[config.mk]
export PLATFORM = sky130hd
export DESIGN_NAME = uart_rx
export DESIGN_NICKNAME = d
export VERILOG_FILES = /design/src/rtl/uart_rx.sv
export SDC_FILE = /design/constraint.sdc
export NUM_CORES = 1
export LEC_CHECK = 0
export CORE_AREA = 10 10 87 89
export DETAILED_ROUTE_END_ITERATION = 6
export DIE_AREA = 0 0 97 99
export HOLD_SLACK_MARGIN = 0.15
export PLACE_DENSITY = 0.51
export SETUP_SLACK_MARGIN = 0.4
export SYNTH_ARGS = -nofsm -noshare
export SYNTH_HDL_FRONTEND = slang
export SYNTH_SLANG_ARGS = --single-unit
[constraint.sdc]
create_clock -name clk -period 1.8 [get_ports clk]
set_clock_uncertainty 0.2 [all_clocks]
set_input_delay 0.36 -clock clk [delete_from_list [all_inputs] [get_ports clk]]
set_output_delay 0.36 -clock clk [all_outputs]
set_load 0.05 [all_outputs]
[src/rtl/uart_rx.sv]
// uart_rx: asynchronous serial receiver.
// Deserialises one frame (start bit 0, dataLen data bits LSB first,
// optional XOR parity bit, 1 or 2 stop bits) into a parallel word, and
// delivers it with a one-cycle strobe and per-frame error flags.
//
// Ports:
//   clk       in   system clock
//   rst       in   synchronous, active-high reset
//   dataIn    in   serial line, asynchronous to clk, idles high
//   data      out  last received word, held until the next frame completes
//   valid     out  one-cycle strobe: data/parErr/frameErr updated this cycle
//   parErr    out  parity mismatch on the strobed frame (0 when par=0)
//   frameErr  out  a stop bit of the strobed frame was sampled as 0
//   busy      out  1 while a frame is in progress (state other than IDLE)
module uart_rx #(
   parameter int unsigned T        = 9600,
   parameter int unsigned par      = 0,
   parameter int unsigned parType  = 0,
   parameter int unsigned stop     = 1,
   parameter int unsigned dataLen  = 8,
   parameter int unsigned F_clk_Gz = 100_000_000
) (
   input  logic               clk,
   input  logic               rst,
   input  logic               dataIn,
   output logic [dataLen-1:0] data,
   output logic               valid,
   output logic               parErr,
   output logic               frameErr,
   output logic               busy
);

   // Clocks per bit and derived counter widths.
   localparam int unsigned PERIOD = F_clk_Gz / T;
   localparam int unsigned TMR_W  = (PERIOD > 1) ? $clog2(PERIOD) : 1;
   localparam int unsigned CNT_W  = $clog2(dataLen + 1);

   localparam logic [TMR_W-1:0] TMR_LAST  = TMR_W'(PERIOD - 1);
   localparam logic [TMR_W-1:0] TMR_HALF  = TMR_W'(PERIOD / 2 - 1);
   localparam logic [CNT_W-1:0] DATA_LAST = CNT_W'(dataLen - 1);
   localparam logic [CNT_W-1:0] STOP_LAST = CNT_W'(stop - 1);

   // Parity bit is consumed whenever present; only the XOR type is checked,
   // reserved types never raise parErr.
   localparam bit PAR_EN  = (par != 0);
   localparam bit PAR_CHK = PAR_EN && (parType == 0);

   localparam logic [2:0] S_IDLE   = 3'd0;
   localparam logic [2:0] S_START  = 3'd1;
   localparam logic [2:0] S_DATA   = 3'd2;
   localparam logic [2:0] S_PARITY = 3'd3;
   localparam logic [2:0] S_STOP   = 3'd4;

   logic [1:0]         sync_q,   sync_d;
   logic [2:0]         state_q,  state_d;
   logic [TMR_W-1:0]   timer_q,  timer_d;
   logic [CNT_W-1:0]   bcnt_q,   bcnt_d;
   logic [dataLen-1:0] shift_q,  shift_d;
   logic               perr_q,   perr_d;
   logic               ferr_q,   ferr_d;
   logic               armed_q,  armed_d;
   logic [dataLen-1:0] data_q,   data_d;
   logic               valid_q,  valid_d;
   logic               par_err_q,   par_err_d;
   logic               frame_err_q, frame_err_d;
   logic               busy_q,   busy_d;

   logic rxs;
   logic tick_last;
   logic tick_half;

   // Synchronised line; every decision below uses only this.
   assign rxs       = sync_q[1];
   assign tick_last = (timer_q == TMR_LAST);
   assign tick_half = (timer_q == TMR_HALF);

   // State and datapath registers.
   always_ff @(posedge clk) begin
      if (rst) begin
         sync_q      <= '1;
         state_q     <= S_IDLE;
         timer_q     <= '0;
         bcnt_q      <= '0;
         shift_q     <= '0;
         perr_q      <= 1'b0;
         ferr_q      <= 1'b0;
         armed_q     <= 1'b0;
         data_q      <= '0;
         valid_q     <= 1'b0;
         par_err_q   <= 1'b0;
         frame_err_q <= 1'b0;
         busy_q      <= 1'b0;
      end else begin
         sync_q      <= sync_d;
         state_q     <= state_d;
         timer_q     <= timer_d;
         bcnt_q      <= bcnt_d;
         shift_q     <= shift_d;
         perr_q      <= perr_d;
         ferr_q      <= ferr_d;
         armed_q     <= armed_d;
         data_q      <= data_d;
         valid_q     <= valid_d;
         par_err_q   <= par_err_d;
         frame_err_q <= frame_err_d;
         busy_q      <= busy_d;
      end
   end

   // Next-state and output logic.
   always_comb begin
      sync_d      = {sync_q[0], dataIn};
      state_d     = state_q;
      timer_d     = tick_last ? '0 : timer_q + TMR_W'(1);
      bcnt_d      = bcnt_q;
      shift_d     = shift_q;
      perr_d      = perr_q;
      ferr_d      = ferr_q;
      armed_d     = armed_q;
      data_d      = data_q;
      valid_d     = 1'b0;
      par_err_d   = par_err_q;
      frame_err_d = frame_err_q;

      case (state_q)
         S_IDLE: begin
            timer_d = '0;
            bcnt_d  = '0;
            // Only a high-to-low transition starts a frame, so a held-low
            // line (break) cannot retrigger.
            if (rxs) begin
               armed_d = 1'b1;
            end else if (armed_q) begin
               state_d = S_START;
               armed_d = 1'b0;
            end
         end

         S_START: begin
            if (tick_half) begin
               timer_d = '0;
               if (!rxs) begin
                  state_d = S_DATA;
                  bcnt_d  = '0;
                  perr_d  = 1'b0;
                  ferr_d  = 1'b0;
               end else begin
                  // Line back high at mid start bit: glitch, drop silently.
                  state_d = S_IDLE;
               end
            end
         end

         S_DATA: begin
            if (tick_last) begin
               // Shifting in from the top places bit k at position k once
               // all dataLen bits have arrived.
               shift_d = {rxs, shift_q[dataLen-1:1]};
               if (bcnt_q == DATA_LAST) begin
                  bcnt_d  = '0;
                  state_d = PAR_EN ? S_PARITY : S_STOP;
               end else begin
                  bcnt_d = bcnt_q + CNT_W'(1);
               end
            end
         end

         S_PARITY: begin
            if (tick_last) begin
               perr_d  = PAR_CHK && (rxs != ^shift_q);
               state_d = S_STOP;
            end
         end

         S_STOP: begin
            if (tick_last) begin
               if (!rxs) begin
                  ferr_d = 1'b1;
               end
               if (bcnt_q == STOP_LAST) begin
                  // Back to IDLE at mid stop bit; a good final stop bit
                  // re-arms at once so an immediate next start is caught.
                  state_d     = S_IDLE;
                  armed_d     = rxs;
                  valid_d     = 1'b1;
                  data_d      = shift_q;
                  par_err_d   = perr_q;
                  frame_err_d = ferr_q | ~rxs;
               end else begin
                  bcnt_d = bcnt_q + CNT_W'(1);
               end
            end
         end

         default: begin
            state_d = S_IDLE;
         end
      endcase

      busy_d = (state_d != S_IDLE);
   end

   assign data     = data_q;
   assign valid    = valid_q;
   assign parErr   = par_err_q;
   assign frameErr = frame_err_q;
   assign busy     = busy_q;

endmodule

==> key figures, run 1 <==
Logic synthesis
  • Syn_nets: approximately 230
  • Top post-synthesis cells by area: dfxtp_1 44%, nor2_1 6.2%, a21oi_1 4.3%
  • Proportion of synthesized chip area in sequential cells: between 40 and 50%
  • Mux contribution to synthesized area: around 4%
  • Avg Inst Size Synth: roughly 8.8 um2
  • Area share of xor/xnor cells in the synthesized design: under 10%
  • EDFF count, synth: 0
  • Largest family of logic cells by synthesized area: simple AND/OR/NAND/NOR gates
  • Synth cell types: 49
  • Complex-gate fraction of the synthesized area: a little under an eighth
  • FFs w/ async S/R, synth: 0%
  • Post-Synth Adder-Cell Area: 1.88%
  • Dominant synthesized flop cell: dfxtp_1
  • Post-Syn Area: ~2000 um2
  • Yosys reg bits: 44
  • Synth top area share: 44.1%
  • Simple-Gate Fraction of Synth Area: between 20% and 30%
  • Ys Warns: 0
  • Yosys top cell by area: dfxtp_1
  • Syn Inst Count: roughly 230

Die
  • Core area: a little under 6000 um2
  • Rows: 28
  • Initial Utilization: 34.1%
  • Die Y: about 99 um
  • IO Pins: 15
  • Die Wd: 97 um
  • Die footprint: between 9000 and 10000 um2

STA
  • Slew Viols, Final: 0
  • Unrepaired setup endpoints after global routing: true
  • Setup TNS: -2.82 ns
  • Period minus WS final: between 1.5 and 2 ns
  • Fmax: about 0.52 GHz
  • Worst setup margin: -0.118 ns
  • Fin Hold WS: 0.218 ns
  • Hold Fails Final Rpt: 0
  • Final setup vio count: 37
  • Tcrit/Tclk final: 107%

Global routing
  • Global route overflow: 0
  • GRT Total Usage: a little under a tenth
  • Pin count of the biggest net entering global routing: 16
  • Vias in the first global route: ~1600
  • First-pass GRT wire length: 7620 um
  • Initial antenna violation count: 0

Worst hold path
  • Worst min path class: register to register
  • Hold Path Cell Cnt: 1
  • Hold Crit Start: sync_q[0]$_SDFF_PP1_
  • Worst-case hold path end point: sync_q[1]$_SDFF_PP1_

Setup path
  • WP data required: 1.84 ns
  • Reg2reg setup slack: -0.12 ns
  • CP Capture Type: register
  • CP arrival: 1.96 ns
  • R2R depth: 7
  • Crit Path Class: register to register
  • Critical Path Source Type: register
  • FF-to-FF Start: timer_q[1]$_SDFF_PP0_
  • CP Max Fanout: 7
  • R2r endpoint: timer_q[3]$_SDFF_PP0_

Detailed routing
  • Vias per cell: 4.85
  • DRC: 0
  • Detailed Route WL: 4630 um
  • Drt pass-1 iters: 4
  • Wirelength per Cell: between 10 and 15 um
  • Via count: approximately 1700
  • Detail Route Antenna Nets: 0
  • 1st-iter DRT viols: between 70 and 80

Placed design
  • Post-DP HPWL: roughly 3200 um
  • Area after DPL: about 2600 um2
  • Pre-CTS setup slack: -0.0871 ns
  • Port Buffers: 13
  • GP Congestion: around 0.84

Final layout
  • Antenna cells: 0
  • Multi-input combinational cell area: 1200 um2
  • Final instance area: about 3000 um2
  • Nets: ~280
  • Layout area overhead: 46.6%
  • Layout cells sized above 1: roughly 40%
  • Most frequent cells in the layout: 34 x buf_4, 32 x dfxtp_1, 22 x nand2_1
  • Filler cells: between 500 and 600
  • Commonest non-fill, non-tap cell in the layout: buf_4
  • FF+latch area: 896 um2

Power and ir drop
  • Leak: about 1.1 nW
  • Pwr Total: 1.84 mW
  • Power Dens Cells: around 630 nW/um2
  • Maximum vdd drop: just over 0.0004 V

CTS
  • CTS root buffer: clkbuf_8
  • # clock sinks: 44
  • CTS H-Tree Depth: 2
  • TritonCTS clock tree: built
  • Clk pin slew, worst setup/hold paths: about 0.09 ns
  • Hold_buf cts: 0
  • Cts bufs inserted: 5
  • Clock latency on the worst-skew pair: about 0.30 ns
  • CTS Buffer Depth: 2

Run status
  • Violated checks: negative setup slack
  • Outcome: finished, violations left

Job
  • Max-cap violations: 0
## logic make-up (layout without fill, tap and decap cells)
| kind of cell | Yosys count | after routing |
|---|---|---|
| xor+xnor | 12 | 12 |
| mux | 8 | 8 |
| other cells | 1 | 1 |
| compound gates | 35 | 35 |
| buf+inv | 19 | 72 |
| flops | 44 | 44 |
| simple gates | 104 | 104 |
| fa+ha+maj | 3 | 3 |
## per-layer routing
| layer | wire length [um] | track usage (%) | vias up |
|---|---|---|---|
| met5 | 0 | 0 | - |
| met2 | 2400 | 16.7 | 30 |
| met3 | 182 | 2.65 | 11 |
| li1 | - | - | 885 |
| met1 | 1930 | 9.85 | 792 |
| met4 | 111 | 5.22 | 0 |
## registers in the layout, indices dropped and copies added (netlist names)
name,count
data,8
ferr_q,1
state_q,3
busy,1
frameErr,1
armed_q,1
bcnt_q,4
valid,1
timer_q,14
shift_q,8
sync_q,2
## power breakdown
group | switching [mW] | internal (mW)
combinational | 0.0455 | 0.0364
clock | 0.357 | 0.418
sequential | 0.00343 | 0.978
## worst max path at each step
stage,startpoint,to,slack [ns],depth (start not counted)
final,timer_q[1]$_SDFF_PP0_,timer_q[3]$_SDFF_PP0_,-0.12,7
after global routing,timer_q[1]$_SDFF_PP0_,data[0]$_SDFFE_PP0P_,-0.29,7
after CTS,timer_q[1]$_SDFF_PP0_,data[7]$_SDFFE_PP0P_,-0.08,7
after detailed placement,timer_q[1]$_SDFF_PP0_,data[5]$_SDFFE_PP0P_,-0.09,7
after global placement,timer_q[1]$_SDFF_PP0_,data[3]$_SDFFE_PP0P_,-0.04,7
after floorplan,timer_q[1]$_SDFF_PP0_,data[0]$_SDFFE_PP0P_,-0.02,7
## cells in the mapped netlist, drive strengths merged, types with 2 or more instances
| library cell | count |
|---|---|
| a21oi | 17 |
| a41oi | 2 |
| and2 | 3 |
| and3b | 2 |
| and4 | 3 |
| and4bb | 2 |
| buf | 4 |
| clkbuf | 5 |
| dfxtp | 44 |
| ha | 3 |
| inv | 10 |
| mux2i | 8 |
| nand2 | 22 |
| nand2b | 2 |
| nand3 | 7 |
| nand4 | 8 |
| nor2 | 34 |
| nor2b | 4 |
| nor3 | 3 |
| nor3b | 2 |
| nor4 | 2 |
| nor4bb | 2 |
| o21ai | 4 |
| o31ai | 3 |
| or2 | 4 |
| or3 | 2 |
| xnor2 | 7 |
| xor2 | 5 |
## critical path, cell delays in order (launching register included)
cell	delay (ns)
dfxtp_2	0.34
ha_4	0.15
nor3b_4	0.15
and4_4	0.16
or2_1	0.24
a211o_4	0.36
clkbuf_16	0.18
nor2_1	0.08
## final cells by class
class / instances / share of cell area (%)
Inverter: 10 / 1.28
Multi-Input combinational cell: 163 / 41.1
Tap cell: 75 / 3.21
Clock inverter: 3 / 1.58
Clock buffer: 5 / 2.35
Sequential cell: 44 / 30.6
Timing Repair Buffer: 54 / 19.9
## repair_timing
action,in CTS,in global routing
gates resized for setup,27,35
setup buffers,1,3
pin swaps,12,8
setup endpoints to repair,52,46
gates cloned,1,1
## metrics by stage
stage               instances  utilization (%)
floorplan                 226                -
global placement          340             43.6
detailed placement        340             43.6
CTS                       350             47.0
global route              354             50.0
finish                    354             50.0
Power figures use the tool's default switching activity.
==> run 2: changes to the inputs <==
--- a/config.mk
+++ b/config.mk
@@ -11,6 +11,7 @@
 export HOLD_SLACK_MARGIN = 0.15
 export PLACE_DENSITY = 0.51
 export SETUP_SLACK_MARGIN = 0.4
+export SLEW_MARGIN = 20
 export SYNTH_ARGS = -nofsm -noshare
 export SYNTH_HDL_FRONTEND = slang
 export SYNTH_SLANG_ARGS = --single-unit
==> results of run 2 <==
Final layout, timing and power as in run 1 (identical DEF).
